**src/rtl/ctrl_pkg.sv**
```systemverilog
// ctrl_pkg: shared opcode constants, ula_op / alu_src encodings and the
// packed control bundle used by the decode and pipeline control logic.
// Optional feature macro: CTRL_MEXT_EN (widens ula_op to 3 bits for the
// M-extension encoding).
package ctrl_pkg;

`ifdef CTRL_MEXT_EN
    localparam int OP_W_CFG = 3;
`else
    localparam int OP_W_CFG = 2;
`endif

    localparam logic [6:0] OPC_R      = 7'b0110011;
    localparam logic [6:0] OPC_I_ALU  = 7'b0010011;
    localparam logic [6:0] OPC_LOAD   = 7'b0000011;
    localparam logic [6:0] OPC_STORE  = 7'b0100011;
    localparam logic [6:0] OPC_BRANCH = 7'b1100011;
    localparam logic [6:0] OPC_LUI    = 7'b0110111;
    localparam logic [6:0] OPC_AUIPC  = 7'b0010111;
    localparam logic [6:0] OPC_JAL    = 7'b1101111;
    localparam logic [6:0] OPC_JALR   = 7'b1100111;

    localparam logic [6:0] FUNCT7_MULDIV = 7'b0000001;

    localparam logic [OP_W_CFG-1:0] ULA_ADD    = OP_W_CFG'(0);
    localparam logic [OP_W_CFG-1:0] ULA_BRANCH = OP_W_CFG'(1);
    localparam logic [OP_W_CFG-1:0] ULA_RTYPE  = OP_W_CFG'(2);
    localparam logic [OP_W_CFG-1:0] ULA_MEXT   = OP_W_CFG'(3);

    typedef enum logic [1:0] {
        SRC1_RS1  = 2'b00,
        SRC1_PC   = 2'b01,
        SRC1_ZERO = 2'b10
    } src1_e;

    typedef enum logic [1:0] {
        SRC2_RS2  = 2'b00,
        SRC2_IMM  = 2'b01,
        SRC2_FOUR = 2'b10
    } src2_e;

    typedef struct packed {
        logic                branch;
        logic                jump;
        logic                jalr;
        logic [OP_W_CFG-1:0] ula_op;
        src1_e               alu_src1;
        src2_e               alu_src2;
        logic                mem_rd;
        logic                mem_wr;
        logic                reg_wr;
        logic                mux_reg_wr;
    } ctrl_t;

    localparam ctrl_t CTRL_NOP = '0;

    // Only R, S and B formats carry a real rs2 field; for everything else
    // those bits are immediate and must not trigger a load-use stall.
    function automatic logic uses_rs2(input logic [6:0] opcode);
        return (opcode == OPC_R) || (opcode == OPC_STORE) || (opcode == OPC_BRANCH);
    endfunction

endpackage

```
**src/rtl/ctrl_pipe_if.sv**
```systemverilog
// ctrl_pipe_if: decode-side inputs and per-stage control outputs of the
// control pipeline. The pipeline uses the slave modport, the driver of the
// decode stage uses master. Optional feature macro: CTRL_MEXT_EN (sets the
// default ula_op width through ctrl_pkg).
interface ctrl_pipe_if
    import ctrl_pkg::*;
#(
    parameter int RD_W = 5,
    parameter int OP_W = OP_W_CFG
);
    logic            id_valid;
    logic [6:0]      id_opcode;
    logic [6:0]      id_funct7;
    logic [RD_W-1:0] id_rd;
    logic [RD_W-1:0] id_rs1;
    logic [RD_W-1:0] id_rs2;
    logic            ex_redirect;

    logic            ex_valid;
    logic            ex_branch;
    logic            ex_jump;
    logic            ex_jalr;
    logic [OP_W-1:0] ex_ula_op;
    logic [1:0]      ex_alu_src1;
    logic [1:0]      ex_alu_src2;
    logic [RD_W-1:0] ex_rd;

    logic            mem_valid;
    logic            mem_rd;
    logic            mem_wr;
    logic [RD_W-1:0] mem_rd_addr;

    logic            wb_valid;
    logic            wb_reg_wr;
    logic            wb_mux_reg_wr;
    logic [RD_W-1:0] wb_rd;

    logic            stall_out;
    logic            illegal_out;

    modport master (
        output id_valid, id_opcode, id_funct7, id_rd, id_rs1, id_rs2, ex_redirect,
        input  ex_valid, ex_branch, ex_jump, ex_jalr, ex_ula_op, ex_alu_src1,
               ex_alu_src2, ex_rd, mem_valid, mem_rd, mem_wr, mem_rd_addr,
               wb_valid, wb_reg_wr, wb_mux_reg_wr, wb_rd, stall_out, illegal_out
    );

    modport slave (
        input  id_valid, id_opcode, id_funct7, id_rd, id_rs1, id_rs2, ex_redirect,
        output ex_valid, ex_branch, ex_jump, ex_jalr, ex_ula_op, ex_alu_src1,
               ex_alu_src2, ex_rd, mem_valid, mem_rd, mem_wr, mem_rd_addr,
               wb_valid, wb_reg_wr, wb_mux_reg_wr, wb_rd, stall_out, illegal_out
    );

endinterface

```
**src/rtl/ctrl_decode.sv**
```systemverilog
// ctrl_decode: purely combinational opcode -> control bundle decode.
// Unknown opcodes produce an all-zero bundle plus an illegal flag.
// Optional feature macro: CTRL_MEXT_EN (R-type with funct7 0000001 selects
// the M-extension ula_op; without it funct7 is ignored).
module ctrl_decode
    import ctrl_pkg::*;
#(
    parameter int RD_W = 5
) (
    input  logic [6:0]      i_opcode,
    input  logic [6:0]      i_funct7,
    input  logic [RD_W-1:0] i_rd,
    output ctrl_t           o_ctrl,
    output logic            o_illegal
);

    logic  w_is_mext;
    ctrl_t w_ctrl;

`ifdef CTRL_MEXT_EN
    assign w_is_mext = (i_funct7 == FUNCT7_MULDIV);
`else
    logic w_unused_funct7;
    assign w_is_mext       = 1'b0;
    assign w_unused_funct7 = ^i_funct7;
`endif

    // Table decode; U-type and jumps write their link/result into rd, and
    // any write aimed at x0 is dropped at the end.
    always_comb begin
        w_ctrl    = CTRL_NOP;
        o_illegal = 1'b0;
        case (i_opcode)
            OPC_R: begin
                w_ctrl.ula_op = w_is_mext ? ULA_MEXT : ULA_RTYPE;
                w_ctrl.reg_wr = 1'b1;
            end
            OPC_I_ALU: begin
                w_ctrl.ula_op   = ULA_RTYPE;
                w_ctrl.alu_src2 = SRC2_IMM;
                w_ctrl.reg_wr   = 1'b1;
            end
            OPC_LOAD: begin
                w_ctrl.mem_rd     = 1'b1;
                w_ctrl.alu_src2   = SRC2_IMM;
                w_ctrl.mux_reg_wr = 1'b1;
                w_ctrl.reg_wr     = 1'b1;
            end
            OPC_STORE: begin
                w_ctrl.mem_wr   = 1'b1;
                w_ctrl.alu_src2 = SRC2_IMM;
            end
            OPC_BRANCH: begin
                w_ctrl.branch = 1'b1;
                w_ctrl.ula_op = ULA_BRANCH;
            end
            OPC_LUI: begin
                w_ctrl.alu_src1 = SRC1_ZERO;
                w_ctrl.alu_src2 = SRC2_IMM;
                w_ctrl.reg_wr   = 1'b1;
            end
            OPC_AUIPC: begin
                w_ctrl.alu_src1 = SRC1_PC;
                w_ctrl.alu_src2 = SRC2_IMM;
                w_ctrl.reg_wr   = 1'b1;
            end
            OPC_JAL: begin
                w_ctrl.jump     = 1'b1;
                w_ctrl.alu_src1 = SRC1_PC;
                w_ctrl.alu_src2 = SRC2_FOUR;
                w_ctrl.reg_wr   = 1'b1;
            end
            OPC_JALR: begin
                w_ctrl.jump     = 1'b1;
                w_ctrl.jalr     = 1'b1;
                w_ctrl.alu_src1 = SRC1_PC;
                w_ctrl.alu_src2 = SRC2_FOUR;
                w_ctrl.reg_wr   = 1'b1;
            end
            default: begin
                o_illegal = 1'b1;
            end
        endcase
        if (i_rd == '0) begin
            w_ctrl.reg_wr = 1'b0;
        end
    end

    assign o_ctrl = w_ctrl;

endmodule

```
**src/rtl/ctrl_pipe.sv**
```systemverilog
// ctrl_pipe: ID/EX, EX/MEM and MEM/WB control registers with load-use stall
// detection and EX-resolved redirect squash. Decode is delegated to
// ctrl_decode; all state lives here. Optional feature macro: CTRL_MEXT_EN.
module ctrl_pipe
    import ctrl_pkg::*;
#(
    parameter int RD_W = 5,
    parameter int OP_W = OP_W_CFG
) (
    input  logic       clk,
    input  logic       rst_n,
    ctrl_pipe_if.slave bus
);

    ctrl_t           w_id_ctrl;
    logic            w_id_illegal;
    logic            w_rs1_hit;
    logic            w_rs2_hit;
    logic            w_stall;
    logic            w_id_accept;
    logic            w_id_flag_illegal;

    logic            r_ex_valid;
    ctrl_t           r_ex_ctrl;
    logic [RD_W-1:0] r_ex_rd;
    logic            r_ex_illegal;

    logic            r_mem_valid;
    logic            r_mem_rd_en;
    logic            r_mem_wr_en;
    logic            r_mem_reg_wr;
    logic            r_mem_mux_reg_wr;
    logic [RD_W-1:0] r_mem_rd_addr;

    logic            r_wb_valid;
    logic            r_wb_reg_wr;
    logic            r_wb_mux_reg_wr;
    logic [RD_W-1:0] r_wb_rd;

    ctrl_decode #(.RD_W(RD_W)) u_decode (
        .i_opcode  (bus.id_opcode),
        .i_funct7  (bus.id_funct7),
        .i_rd      (bus.id_rd),
        .o_ctrl    (w_id_ctrl),
        .o_illegal (w_id_illegal)
    );

    // A load in EX whose rd feeds the instruction in ID must stall one cycle;
    // a redirect wins because the ID instruction is being squashed anyway.
    assign w_rs1_hit = (bus.id_rs1 == r_ex_rd);
    assign w_rs2_hit = uses_rs2(bus.id_opcode) && (bus.id_rs2 == r_ex_rd);
    assign w_stall   = rst_n && !bus.ex_redirect && r_ex_valid && r_ex_ctrl.mem_rd
                       && (r_ex_rd != '0) && bus.id_valid && (w_rs1_hit || w_rs2_hit);

    assign w_id_accept       = bus.id_valid && !w_id_illegal && !w_stall && !bus.ex_redirect;
    assign w_id_flag_illegal = bus.id_valid && w_id_illegal && !w_stall && !bus.ex_redirect;

    // ID/EX: take the decoded instruction, or a bubble on stall/redirect/illegal.
    always_ff @(posedge clk) begin
        if (!rst_n) begin
            r_ex_valid   <= 1'b0;
            r_ex_ctrl    <= CTRL_NOP;
            r_ex_rd      <= '0;
            r_ex_illegal <= 1'b0;
        end else begin
            r_ex_illegal <= w_id_flag_illegal;
            if (w_id_accept) begin
                r_ex_valid <= 1'b1;
                r_ex_ctrl  <= w_id_ctrl;
                r_ex_rd    <= bus.id_rd;
            end else begin
                r_ex_valid <= 1'b0;
                r_ex_ctrl  <= CTRL_NOP;
                r_ex_rd    <= '0;
            end
        end
    end

    // EX/MEM: always advances, keeping only the controls later stages need.
    always_ff @(posedge clk) begin
        if (!rst_n) begin
            r_mem_valid      <= 1'b0;
            r_mem_rd_en      <= 1'b0;
            r_mem_wr_en      <= 1'b0;
            r_mem_reg_wr     <= 1'b0;
            r_mem_mux_reg_wr <= 1'b0;
            r_mem_rd_addr    <= '0;
        end else begin
            r_mem_valid      <= r_ex_valid;
            r_mem_rd_en      <= r_ex_valid && r_ex_ctrl.mem_rd;
            r_mem_wr_en      <= r_ex_valid && r_ex_ctrl.mem_wr;
            r_mem_reg_wr     <= r_ex_valid && r_ex_ctrl.reg_wr;
            r_mem_mux_reg_wr <= r_ex_valid && r_ex_ctrl.mux_reg_wr;
            r_mem_rd_addr    <= r_ex_valid ? r_ex_rd : '0;
        end
    end

    // MEM/WB: always advances, carrying the register-file write controls.
    always_ff @(posedge clk) begin
        if (!rst_n) begin
            r_wb_valid      <= 1'b0;
            r_wb_reg_wr     <= 1'b0;
            r_wb_mux_reg_wr <= 1'b0;
            r_wb_rd         <= '0;
        end else begin
            r_wb_valid      <= r_mem_valid;
            r_wb_reg_wr     <= r_mem_valid && r_mem_reg_wr;
            r_wb_mux_reg_wr <= r_mem_valid && r_mem_mux_reg_wr;
            r_wb_rd         <= r_mem_valid ? r_mem_rd_addr : '0;
        end
    end

    assign bus.ex_valid    = r_ex_valid;
    assign bus.ex_branch   = r_ex_valid && r_ex_ctrl.branch;
    assign bus.ex_jump     = r_ex_valid && r_ex_ctrl.jump;
    assign bus.ex_jalr     = r_ex_valid && r_ex_ctrl.jalr;
    assign bus.ex_ula_op   = r_ex_valid ? OP_W'(r_ex_ctrl.ula_op) : '0;
    assign bus.ex_alu_src1 = {2{r_ex_valid}} & r_ex_ctrl.alu_src1;
    assign bus.ex_alu_src2 = {2{r_ex_valid}} & r_ex_ctrl.alu_src2;
    assign bus.ex_rd       = r_ex_rd;

    assign bus.mem_valid   = r_mem_valid;
    assign bus.mem_rd      = r_mem_valid && r_mem_rd_en;
    assign bus.mem_wr      = r_mem_valid && r_mem_wr_en;
    assign bus.mem_rd_addr = r_mem_rd_addr;

    assign bus.wb_valid      = r_wb_valid;
    assign bus.wb_reg_wr     = r_wb_valid && r_wb_reg_wr;
    assign bus.wb_mux_reg_wr = r_wb_valid && r_wb_mux_reg_wr;
    assign bus.wb_rd         = r_wb_rd;

    assign bus.stall_out   = w_stall;
    assign bus.illegal_out = r_ex_illegal;

endmodule

```
**src/flat_wrapper.sv**
```systemverilog
// flat-port wrapper written by rule: the top's interface ports become plain ports
module ctrl_pipe_flat import ctrl_pkg::*;
#(
    parameter int RD_W = 5,
    parameter int OP_W = OP_W_CFG
)
  (clk, rst_n, bus_id_valid, bus_id_opcode, bus_id_funct7, bus_id_rd, bus_id_rs1, bus_id_rs2, bus_ex_redirect, bus_ex_valid, bus_ex_branch, bus_ex_jump, bus_ex_jalr, bus_ex_ula_op, bus_ex_alu_src1, bus_ex_alu_src2, bus_ex_rd, bus_mem_valid, bus_mem_rd, bus_mem_wr, bus_mem_rd_addr, bus_wb_valid, bus_wb_reg_wr, bus_wb_mux_reg_wr, bus_wb_rd, bus_stall_out, bus_illegal_out);
  ctrl_pipe_if #(.RD_W(RD_W), .OP_W(OP_W)) bus_i ();
  input  logic clk;
  input  logic rst_n;
  input wire logic [$bits(bus_i.id_valid)-1:0] bus_id_valid;
  input wire logic [$bits(bus_i.id_opcode)-1:0] bus_id_opcode;
  input wire logic [$bits(bus_i.id_funct7)-1:0] bus_id_funct7;
  input wire logic [$bits(bus_i.id_rd)-1:0] bus_id_rd;
  input wire logic [$bits(bus_i.id_rs1)-1:0] bus_id_rs1;
  input wire logic [$bits(bus_i.id_rs2)-1:0] bus_id_rs2;
  input wire logic [$bits(bus_i.ex_redirect)-1:0] bus_ex_redirect;
  output wire logic [$bits(bus_i.ex_valid)-1:0] bus_ex_valid;
  output wire logic [$bits(bus_i.ex_branch)-1:0] bus_ex_branch;
  output wire logic [$bits(bus_i.ex_jump)-1:0] bus_ex_jump;
  output wire logic [$bits(bus_i.ex_jalr)-1:0] bus_ex_jalr;
  output wire logic [$bits(bus_i.ex_ula_op)-1:0] bus_ex_ula_op;
  output wire logic [$bits(bus_i.ex_alu_src1)-1:0] bus_ex_alu_src1;
  output wire logic [$bits(bus_i.ex_alu_src2)-1:0] bus_ex_alu_src2;
  output wire logic [$bits(bus_i.ex_rd)-1:0] bus_ex_rd;
  output wire logic [$bits(bus_i.mem_valid)-1:0] bus_mem_valid;
  output wire logic [$bits(bus_i.mem_rd)-1:0] bus_mem_rd;
  output wire logic [$bits(bus_i.mem_wr)-1:0] bus_mem_wr;
  output wire logic [$bits(bus_i.mem_rd_addr)-1:0] bus_mem_rd_addr;
  output wire logic [$bits(bus_i.wb_valid)-1:0] bus_wb_valid;
  output wire logic [$bits(bus_i.wb_reg_wr)-1:0] bus_wb_reg_wr;
  output wire logic [$bits(bus_i.wb_mux_reg_wr)-1:0] bus_wb_mux_reg_wr;
  output wire logic [$bits(bus_i.wb_rd)-1:0] bus_wb_rd;
  output wire logic [$bits(bus_i.stall_out)-1:0] bus_stall_out;
  output wire logic [$bits(bus_i.illegal_out)-1:0] bus_illegal_out;
  assign bus_i.id_valid = bus_id_valid;
  assign bus_i.id_opcode = bus_id_opcode;
  assign bus_i.id_funct7 = bus_id_funct7;
  assign bus_i.id_rd = bus_id_rd;
  assign bus_i.id_rs1 = bus_id_rs1;
  assign bus_i.id_rs2 = bus_id_rs2;
  assign bus_i.ex_redirect = bus_ex_redirect;
  assign bus_ex_valid = bus_i.ex_valid;
  assign bus_ex_branch = bus_i.ex_branch;
  assign bus_ex_jump = bus_i.ex_jump;
  assign bus_ex_jalr = bus_i.ex_jalr;
  assign bus_ex_ula_op = bus_i.ex_ula_op;
  assign bus_ex_alu_src1 = bus_i.ex_alu_src1;
  assign bus_ex_alu_src2 = bus_i.ex_alu_src2;
  assign bus_ex_rd = bus_i.ex_rd;
  assign bus_mem_valid = bus_i.mem_valid;
  assign bus_mem_rd = bus_i.mem_rd;
  assign bus_mem_wr = bus_i.mem_wr;
  assign bus_mem_rd_addr = bus_i.mem_rd_addr;
  assign bus_wb_valid = bus_i.wb_valid;
  assign bus_wb_reg_wr = bus_i.wb_reg_wr;
  assign bus_wb_mux_reg_wr = bus_i.wb_mux_reg_wr;
  assign bus_wb_rd = bus_i.wb_rd;
  assign bus_stall_out = bus_i.stall_out;
  assign bus_illegal_out = bus_i.illegal_out;
  ctrl_pipe #(.RD_W(RD_W), .OP_W(OP_W)) u_core (.clk(clk), .rst_n(rst_n), .bus(bus_i));
endmodule
```
**config.mk**
```make
export PLATFORM = sky130hd
export DESIGN_NAME = ctrl_pipe_flat
export DESIGN_NICKNAME = d
export VERILOG_FILES = /design/src/rtl/ctrl_pkg.sv /design/src/rtl/ctrl_pipe_if.sv /design/src/rtl/ctrl_decode.sv /design/src/rtl/ctrl_pipe.sv /design/src/flat_wrapper.sv
export SDC_FILE = /design/constraint.sdc
export NUM_CORES = 1
export LEC_CHECK = 0
export BUFFER_PORTS_ARGS = -buffer_cell sky130_fd_sc_hd__buf_2
export CORE_ASPECT_RATIO = 0.9
export CORE_UTILIZATION = 41
export DETAILED_ROUTE_END_ITERATION = 10
export PLACE_DENSITY = 0.73
export SLEW_MARGIN = 20
export SYNTH_ARGS = -nofsm -noshare
export SYNTH_HDL_FRONTEND = slang
export SYNTH_SLANG_ARGS = --single-unit
export TNS_END_PERCENT = 1
```
**constraint.sdc**
```tcl
create_clock -name clk -period 1.4 [get_ports clk]
set_input_delay 0 -clock clk [delete_from_list [all_inputs] [get_ports clk]]
set_output_delay 0 -clock clk [all_outputs]
set_load 0.01 [all_outputs]
```
Yosys cells after proc, flatten, opt, wreduce, memory -nomap -nowiden
Index checks and enable logic that the tools add are counted.
{"block": "op_classes", "n_eq_ne": 11, "muxes": 12, "bitwise_logic": 4, "n_reduce_logical": 41}
{"operator": "$logic_and 1x1->1", "count": 24}
{"operator": "$eq 7x6->1 const B", "count": 3}
{"operator": "$eq 7x7->1 const B", "count": 3}
{"operator": "$eq 7x5->1 const B", "count": 2}
{"operator": "$pmux 2 s2", "count": 3}
{"operator": "$eq 5x5->1", "count": 2}
{"operator": "$reduce_or 9->1", "count": 1}
{"operator": "$mux 1", "count": 8}
{"operator": "$eq 7x2->1 const B", "count": 1}
{"operator": "$reduce_or 7->1", "count": 1}
{"operator": "$reduce_and 2->1", "count": 3}
{"operator": "$reduce_or 3->1", "count": 2}
{"operator": "$logic_not 5->1", "count": 1}
{"operator": "$reduce_bool 5->1", "count": 1}
{"operator": "$reduce_or 5->1", "count": 1}
{"operator": "$and 2x2->2", "count": 2}
{"operator": "$reduce_or 2->1", "count": 2}
{"operator": "$logic_or 1x1->1", "count": 3}
{"operator": "$logic_not 1->1", "count": 2}
{"operator": "$mux 2", "count": 1}
{"operator": "$not 1->1", "count": 2}
{"block": "word_totals", "reg_bits": 36, "inputBits": 33, "out_inout_bits": 33}

Depth between registers and ports, before layout
Gate-level depths: netlist of the first run.
{"block": "logic_depth", "ltp_word": 12, "depth_mapped": 8}

Cells and area by module
A second synthesis of the first run with hierarchy kept.
{"block": "hier_totals", "cells_unflattened": 164, "hier_area_um2": 1515.2}
{"mod": "ctrl_pipe", "n_inst": 1, "cells_each": 135, "area_per_inst_um2": 1330.0}
{"mod": "ctrl_decode", "n_inst": 1, "cells_each": 29, "area_per_inst_um2": 185.2}

Worst setup path before layout of the first run
No wires, ideal clock.
{"block": "synth_path", "kind": "register to register", "start": "register u_core.r_ex_rd[0], in the netlist u_core.bus.ex_rd[0]", "end": "register u_core.r_ex_illegal, in the netlist u_core.bus.illegal_out", "setup_ps": 133, "arrival_time_ps": 1445, "t_required_ps": 1267, "slack_ps": -178, "path_stages_with_launch": 8, "path_buffers": 2, "path_cell_list": "dfxtp_1 > xnor2_1 > nand4_1 > nor4_1 > o2111a_1 > buf_6 > buf_12 > nor3_2"}
{"block": "synth_via", "elab_chain_cells": 7, "word_cells_on_any_way": 11}
{"element": "start: declaration", "line": "ctrl_pipe.sv:25", "text": "logic [RD_W-1:0] r_ex_rd;"}
{"element": "start signal: assignment", "line": "ctrl_pipe.sv:70", "text": "r_ex_rd <= bus.id_rd;"}
{"element": "$eq 5x5->1 or $reduce_bool 5->1 (tied branches)", "line": "ctrl_pipe.sv:51, ctrl_pipe.sv:53"}
{"element": "$logic_and 1x1->1, on equally long branches", "line": "ctrl_pipe.sv:51, ctrl_pipe.sv:53"}
{"element": "$logic_or 1x1->1 or $logic_and 1x1->1 (tied branches)", "line": "ctrl_pipe.sv:53", "text": "&& (r_ex_rd != '0) && bus.id_valid && (w_rs1_hit || w_rs2_hit);"}
{"element": "$logic_and 1x1->1 *", "line": "ctrl_pipe.sv:53"}
{"element": "named net bus_stall_out", "line": "flat_wrapper.sv:34", "text": "output wire logic [$bits(bus_i.stall_out)-1:0] bus_stall_out;"}
{"element": "$logic_not 1->1 *", "line": "ctrl_pipe.sv:56", "text": "assign w_id_flag_illegal = bus.id_valid && w_id_illegal && !w_stall && !bus.ex_redirect;"}
{"element": "$logic_and 1x1->1 * (2 in a row)", "line": "ctrl_pipe.sv:56"}
{"element": "end signal: assignment", "line": "ctrl_pipe.sv:66", "text": "r_ex_illegal <= w_id_flag_illegal;"}
{"element": "end: declaration", "line": "ctrl_pipe.sv:26", "text": "logic r_ex_illegal;"}
The timed path passes the listed nets; every way through them passes the cells marked *.
A chain may end at the register's enable or synchronous reset.

Worst setup path after layout of the first run
{"block": "layout_path", "start": "register u_core.r_ex_rd[3], in the netlist u_core.bus.ex_rd[3]", "end": "register u_core.r_ex_ctrl[12] in the netlist's numbering"}
{"block": "layout_via", "elab_chain_cells": 8, "word_cells_on_any_way": 12}
{"element": "$eq 5x5->1 or $reduce_bool 5->1 (tied branches)", "line": "ctrl_pipe.sv:51, ctrl_pipe.sv:53"}
{"element": "$logic_and 1x1->1, on equally long branches", "line": "ctrl_pipe.sv:51, ctrl_pipe.sv:53"}
{"element": "$logic_or 1x1->1 or $logic_and 1x1->1 (tied branches)", "line": "ctrl_pipe.sv:53"}
{"element": "$logic_and 1x1->1 *", "line": "ctrl_pipe.sv:53"}
{"element": "$logic_not 1->1 *", "line": "ctrl_pipe.sv:55", "text": "assign w_id_accept = bus.id_valid && !w_id_illegal && !w_stall && !bus.ex_redirect;"}
{"element": "$logic_and 1x1->1 * (2 in a row)", "line": "ctrl_pipe.sv:55"}
{"element": "$reduce_and 2->1 (no source line) *"}
{"element": "end signal: assignment", "line": "ctrl_pipe.sv:69", "text": "r_ex_ctrl <= w_id_ctrl;"}
{"element": "end: declaration", "line": "ctrl_pipe.sv:24", "text": "ctrl_t r_ex_ctrl;"}
Every way passes the cells marked *; elsewhere a longest branch is shown, timed or not.

==> impl_results.md, run 1 <==
- Fmax: 650.5 MHz
- Top_reg_cell synth: dfxtp_1
- Cells after Synth: 142
- GRT Total Usage: 0.1971
- RSZ-0062 raised after global routing: true
- DP Worst Slack: -0.04776 ns
- Area leader, netlist: dfxtp_1
- Synthesized Nets: 175
- Worst hold stages: 2
- Seq/Total Area, Yosys: 0.5036
- Slew @ Worst Pin: 0.5239 ns
- Initial antenna violation count: 0
- Worst Path Required: 1.59 ns
- CP startpoint kind: flop
- RR Endpoint: u_core.r_ex_ctrl[12]
- WL/cell: 13.77 microns
- Core Area: 0.003138 sq mm
- Via Count: 1,310
- Yosys warns: 0
- Setup WS post-layout: -0.1373 ns
- Internal: 1.708 mW
- Switching share of total power: 0.2124
- P&R area growth vs syn: 55.94%
- Vias in the first global route: 1,166
- Clock Latency Late Sink: 0.29 ns
- Clock power frac: 0.464
- Tmin final: 1.537 ns
- FF-to-FF setup slack: -0.14 ns
- Total power per unit cell area: 999.6 mW/mm^2
- Failing checks: setup timing
- Clock Pin Slew Worst Setup and Hold Paths: 0.07 ns
- FP Rows: 19
- Placed Area: 0.001784 sq mm
- Finished Cell Area: 0.002170 sq mm
- H-tree Lvls: 2
- Status: finished, violations left
- Count leader, synth: dfxtp_1
- CTS tree: done
- Static leakage: 1.048 nW
- Share of layout cells above drive strength 1: 0.4955
- Final Routed Wirelength: 3636 microns
- Die W: 63.41 microns
- Synthesized area: 0.001391 sq mm
- Die Ht: 57.27 microns
- Nets: 254
- Total power: 2.169 mW
- Final hold violation count: 0
- Hold Slack: 0.07161 ns
- Critical Path AT: 1.73 ns
- Vias per Instance: 4.962
- Clock sink count: 35
- Filler instances: 247
- WS Path Type: reg -> reg
- #FFs+latches synth: 35
- Initial Utilization: 0.4434
- Fraction of registers with async set/reset: 0
- Hpwl dp: 2315 microns
- Critical Path Start: u_core.bus.ex_rd[3]
- Die area: 0.003631 sq mm
- Largest net degree at the start of global routing: 18
- Hold path start: rst_n
- CTS Buf Count: 5
- Drc violations: 0
- # setup viols final: 19
- Post-synth top area share: 0.5036
- Worst R2R Start: u_core.bus.ex_rd[3]
- Top post-synthesis cells by count: dfxtp_1, and2_1, and3_1
- Reg2Reg Depth: 6
- Max-Cap Viols: 0
- EDFF count, synth: 0
- Distinct cells, synth: 29
- Drt first pass iters: 5
- Antenna Cells: 0
- Peak supply drop: 614.5 uV
- Hold Path End: u_core.r_mem_rd_en
- Combinational Power Share: 0.079
- Worst-path fanout max: 10
- Setup TNS: -1.306 ns
- Drt initial violations: 40
- Clock Tree Buf Depth: 2
- CP Capture Type: flop
- Max_slew headroom: 0.6499
- Setup Skew: 0.005462 ns
- Fin. max-slew vios: 0
- Antenna-violating nets left: 0
- Post-Syn Area per Cell: 9.798 sq um
- Root Driver: clkbuf_8
- Period utilisation layout: 1.098
- First-pass GRT wire length: 5375 microns
- IO buf count: 58
- Grt ovf: 0
- Sequential Power Share: 0.457
- Net switching power: 0.4607 mW
- Path type of the worst min-delay path: in -> reg
- I/O pin total: 66
- Synth area leaders: dfxtp_1, and2_1, and3_1
- Gpl congestion: 0.8441
==> placed cells by master, fill, tap and decap left out <==
master	instances
nor2_1	12
clkinvlp_4	1
and2_1	16
dfxtp_1	30
nor3_1	1
o31a_2	1
xor2_2	2
bufinv_16	1
dfxtp_4	5
xnor2_1	1
buf_6	1
clkbuf_16	1
nand2_1	8
or4_1	2
o2111a_1	1
o211ai_1	1
buf_4	12
and2b_2	1
nand4b_1	1
a221oi_2	1
nand3_1	8
buf_2	57
nand4_1	1
and3_2	1
a21boi_2	1
nor4_2	5
or2b_1	1
nor3_2	5
dlygate4sd3_1	7
nor4_4	3
and3_1	14
nand3b_1	1
nand2b_1	3
clkbuf_8	5
o21ai_0	2
xnor2_2	5
buf_12	2
xor2_1	2
==> power by group through the flow <==
stage | clock [mW] | sequential [mW] | combinational, mW
6_report | 1.01 | 0.990 | 0.171
5_1_grt | 1.07 | 0.990 | 0.185
4_1_cts | 1.01 | 0.992 | 0.151
3_5_place_dp | 0 | 1.02 | 0.129
3_3_place_gp | 0 | 1.02 | 0.124
2_1_floorplan | 0 | 1.02 | 0.0585
==> through the flow <==
step           std cells    util
2_1_floorplan        142       -
3_3_place_gp         247  0.5686
3_5_place_dp         247  0.5686
4_1_cts              264  0.6539
5_1_grt              264  0.6914
6_report             264  0.6914
==> worst max-delay path by stage <==
stage	end	slack (ns)	cells past startpoint
2_1_floorplan	u_core.bus.illegal_out	-0.04	7
3_3_place_gp	u_core.r_ex_ctrl[1]	-0.02	6
3_5_place_dp	u_core.r_ex_ctrl[4]	-0.05	6
4_1_cts	bus_stall_out	-0.19	6
5_1_grt	bus_stall_out	-0.26	6
6_report	u_core.r_ex_ctrl[12]	-0.14	6
==> critical path, stage by stage (launching register included) <==
cell      delay, ns
dfxtp_4        0.40
xor2_1         0.19
nor3_2         0.07
o2111a_1       0.28
buf_12         0.14
buf_12         0.14
nor4_2         0.23
==> state kept, by name, indices dropped and copies added, names as in the netlist, 5 cells and up <==
| name | flops |
|---|---|
| u_core.bus.ex_rd | 5 |
| u_core.bus.mem_rd_addr | 5 |
| u_core.bus.wb_rd | 5 |
| u_core.r_ex_ctrl | 11 |
==> per-layer routing <==
layer / vias to the layer above / part of all wire / routed length (microns) / GRT usage
met3: 4 / 0.062 / 224 / 0.06600
met2: 53 / 0.52 / 1876 / 0.3298
met5: - / 0 / 0 / 0
li1: 648 / - / - / -
met1: 605 / 0.41 / 1497 / 0.2372
met4: 0 / 0.010 / 38 / 0.06818
==> cells by family after synthesis <==
logic type | Yosys count | share of synthesized area
simple gates | 83 | 0.3399
buf+inv | 7 | 0.04676
compound gates | 7 | 0.04676
flops | 35 | 0.5036
xor+xnor | 10 | 0.06295
==> cell type report <==
| class | count | area [sq um] | area share |
|---|---|---|---|
| clock buffer | 6 | 93.84 | 0.04325 |
| tap | 42 | 52.55 | 0.02422 |
| multi-input combinational | 100 | 769.5 | 0.3547 |
| sequential | 35 | 719.4 | 0.3316 |
| clock inverter | 2 | 37.54 | 0.01730 |
| timing repair buffer | 79 | 496.7 | 0.2290 |
==> timing repair <==
| action | in CTS | in global routing |
|---|---|---|
| resized for setup | 9 | 19 |
| pin swaps | 4 | 9 |
| endpoints found under the setup margin | 19 | 19 |
| hold buffers | 7 | 0 |
| hold endpoints to repair | 7 | 0 |
| buffers inserted | 2 | 0 |
No activity file was read; power rests on OpenSTA's default activity.
==> run 2, diff against run 1 <==
Settings changed: ABC_AREA from default to 1, CORE_UTILIZATION 41 to 42, REMOVE_ABC_BUFFERS from default to 1, SKIP_CTS_REPAIR_TIMING from default to 1.
==> impl_results.md, run 2 <==
- Final Routed Wirelength: 2729 microns
- WS Path Type: reg -> out
- Cells after Synth: 198
- Worst hold stages: 3
- Synthesized area: 0.001493 sq mm
- Die area: 0.003797 sq mm
- H-tree Lvls: 2
- CP max stage delay: 0.34 ns
- Finished Cell Area: 0.002046 sq mm
- Delay-heaviest family, CP: simple AND/OR/NAND/NOR gates
- Seq/Total Area, Yosys: 0.4694
- Setup Skew: 0.003871 ns
- Placed Area: 0.001826 sq mm
- Worst R2R Start: u_core.bus.ex_rd[2]
- Fin. max-slew vios: 0
- Met2 GRT Util: 0.2515
- Sum of buffers and inverters on the critical path: 4
- Drt initial violations: 24
- Reg2Reg Depth: 8
- CTS tree: done
- GRT Max-Usage Layer: met2
- Period utilisation layout: 0.9865
- Max FFs per register: 11
- Clock Latency Late Sink: 0.28 ns
- Peak supply drop: 420.2 uV
- First-pass GRT wire length: 4353 microns
- IO buf count: 58
- I/O pin total: 66
- CP startpoint kind: flop
- Worst-path fanout max: 3
- RSZ-0062 raised after global routing: true
- Final hold violation count: 2
- Post-synthesis xor/xnor area fraction: 0.02934
- Drt first pass iters: 4
- Total power: 1.906 mW
- Synth area leaders: dfxtp_1, inv_1, nand2_1
- M3 GR Usage: 0.05233
- Root Driver: clkbuf_8
- Worst Path Required: 1.40 ns
- Area leader, netlist: dfxtp_1
- Synth Area in Adders: 0
- Nets: 302
- Commonest non-fill, non-tap cell in the layout: buf_2
- Commonest non-fill, non-tap cells in the layout: buf_2, inv_1, nand2_1, dfxtp_1, nor2_1
- Antenna-violating nets left: 0
- EDFF count, synth: 0
- Initial antenna violation count: 0
- Clock sink count: 35
- Setup WS post-layout: 0.01888 ns
- Clock Tree Buf Depth: 2
- Die Ht: 58.56 microns
- Worst path cell trace: buf_4 > nor3_2 > nand3_1 > nand3_1 > inv_1 > nand2_2 > inv_2 > buf_6
- M1 GR Usage: 0.1800
- Placed cells: 300
- Share of layout cells above drive strength 1: 0.4074
- Biggest register: u_core.r_ex_ctrl
- Filler instances: 312
- Hold path start: bus_id_opcode[5]
- DP Worst Slack: 0.02694 ns
- Top_reg_cell synth: dfxtp_1
- CP dominant cell by count: nand3_1
- Hpwl dp: 2094 microns
- Post-Syn Area per Cell: 7.539 sq um
- GRT Total Usage: 0.1548
- Grt ovf: 0
- P&R area growth vs syn: 37.05%
- Antenna Cells: 0
- Count leader, synth: inv_1
- Distinct cells, synth: 19
- Max_slew headroom: 0.7574
- Vias in the first global route: 1,091
- Critical Path AT: 1.38 ns
- Slew @ Worst Pin: 0.3612 ns
- Clock Pin Slew Worst Setup and Hold Paths: 0.06 ns
- Final Non-Filler Cells: 314
- #FFs+latches synth: 35
- Mux cell area share after synthesis: 0
- Fraction of registers with async set/reset: 0
- Tmin final: 1.381 ns
- Largest family of logic cells by synthesized area: simple AND/OR/NAND/NOR gates
- Synth Area in Compound Gates: 0.01425
- Drc violations: 0
- Hold Path End: u_core.r_ex_ctrl[7]
- CP Capture Type: output pin
- Yosys warns: 0
- RR Endpoint: u_core.r_ex_ctrl[3]
- Largest net degree at the start of global routing: 18
- Via Count: 1,336
- Slowest cell on the critical path: dfxtp_1
- FF-to-FF setup slack: 0.11 ns
- Total power per unit cell area: 931.7 mW/mm^2
- # setup viols final: 0
- Post-synth top area share: 0.4694
- Static leakage: 1.099 nW
- CTS Buf Count: 5
- Path type of the worst min-delay path: in -> reg
- Top post-synthesis cells by count: inv_1, nand2_1, dfxtp_1
- Gpl congestion: 0.7816
- Max-Cap Viols: 0
- Fmax: 724.1 MHz
- WL/cell: 8.691 microns
- Die W: 64.84 microns
- Failing checks: hold timing
- Synth Area in Simple Gates: 0.3428
- Status: finished, violations left
- FP Rows: 20
- Vias per Instance: 4.255
- Core Area: 0.003378 sq mm
- Initial Utilization: 0.4419
- Hold Slack: -0.006695 ns
-- run 2: logic make-up after synthesis --
| logic type | Yosys count |
|---|---|
| simple gates | 103 |
| flops | 35 |
| xor+xnor | 5 |
| compound gates | 4 |
| buf+inv | 51 |
-- run 2: layer usage --
layer | up-vias | wire length, microns
li1 | 712 | -
met1 | 573 | 1164
met2 | 41 | 1325
met3 | 10 | 163
met4 | 0 | 76
met5 | - | 0
-- run 2: area by class of cell --
| class | count | area, sq um | share of cell area |
|---|---|---|---|
| Inverter | 48 | 182.7 | 0.08930 |
| Tap cell | 44 | 55.05 | 0.02691 |
| Multi-Input combinational cell | 112 | 618.1 | 0.3021 |
| Clock buffer | 8 | 100.1 | 0.04893 |
| Timing Repair Buffer | 67 | 376.6 | 0.1841 |
| Sequential cell | 35 | 713.2 | 0.3486 |
-- run 2: worst reg2reg max path: stages (launching register included) --
cell and delay, ns:
dfxtp_4 0.38, xnor2_2 0.11, nand2_1 0.08, nor2_2 0.10
nand2_1 0.06, nand2_1 0.08, nand2_2 0.11, nand2_8 0.19
nor2_1 0.07
-- run 2: worst max-delay path by stage --
stage	endpoint	cells past startpoint	from	slack, ns
2_1_floorplan	u_core.bus.ex_rd[4]	7	u_core.bus.ex_valid	0.02
3_3_place_gp	u_core.r_ex_ctrl[9]	8	u_core.bus.ex_rd[4]	0.05
3_5_place_dp	u_core.r_ex_ctrl[3]	8	u_core.bus.ex_rd[2]	0.03
4_1_cts	bus_stall_out	8	u_core.bus.ex_rd[4]	-0.05
5_1_grt	bus_stall_out	8	u_core.bus.ex_rd[2]	-0.08
6_report	bus_stall_out	8	u_core.bus.ex_rd[4]	0.02
-- run 2: power by group --
group | total (mW) | switching, mW | internal (mW)
registers | 0.994 | 0.00162 | 0.993
logic | 0.134 | 0.0717 | 0.0626
clock network | 0.778 | 0.329 | 0.448
-- run 2: stage by stage --
stage / util / TNS [ns]
after detailed placement: 0.5404 / 0
final: 0.6056 / 0
after floorplan: - / 0
after CTS: 0.5700 / -0.1400
after global routing: 0.6056 / -0.08975
after global placement: 0.5404 / 0
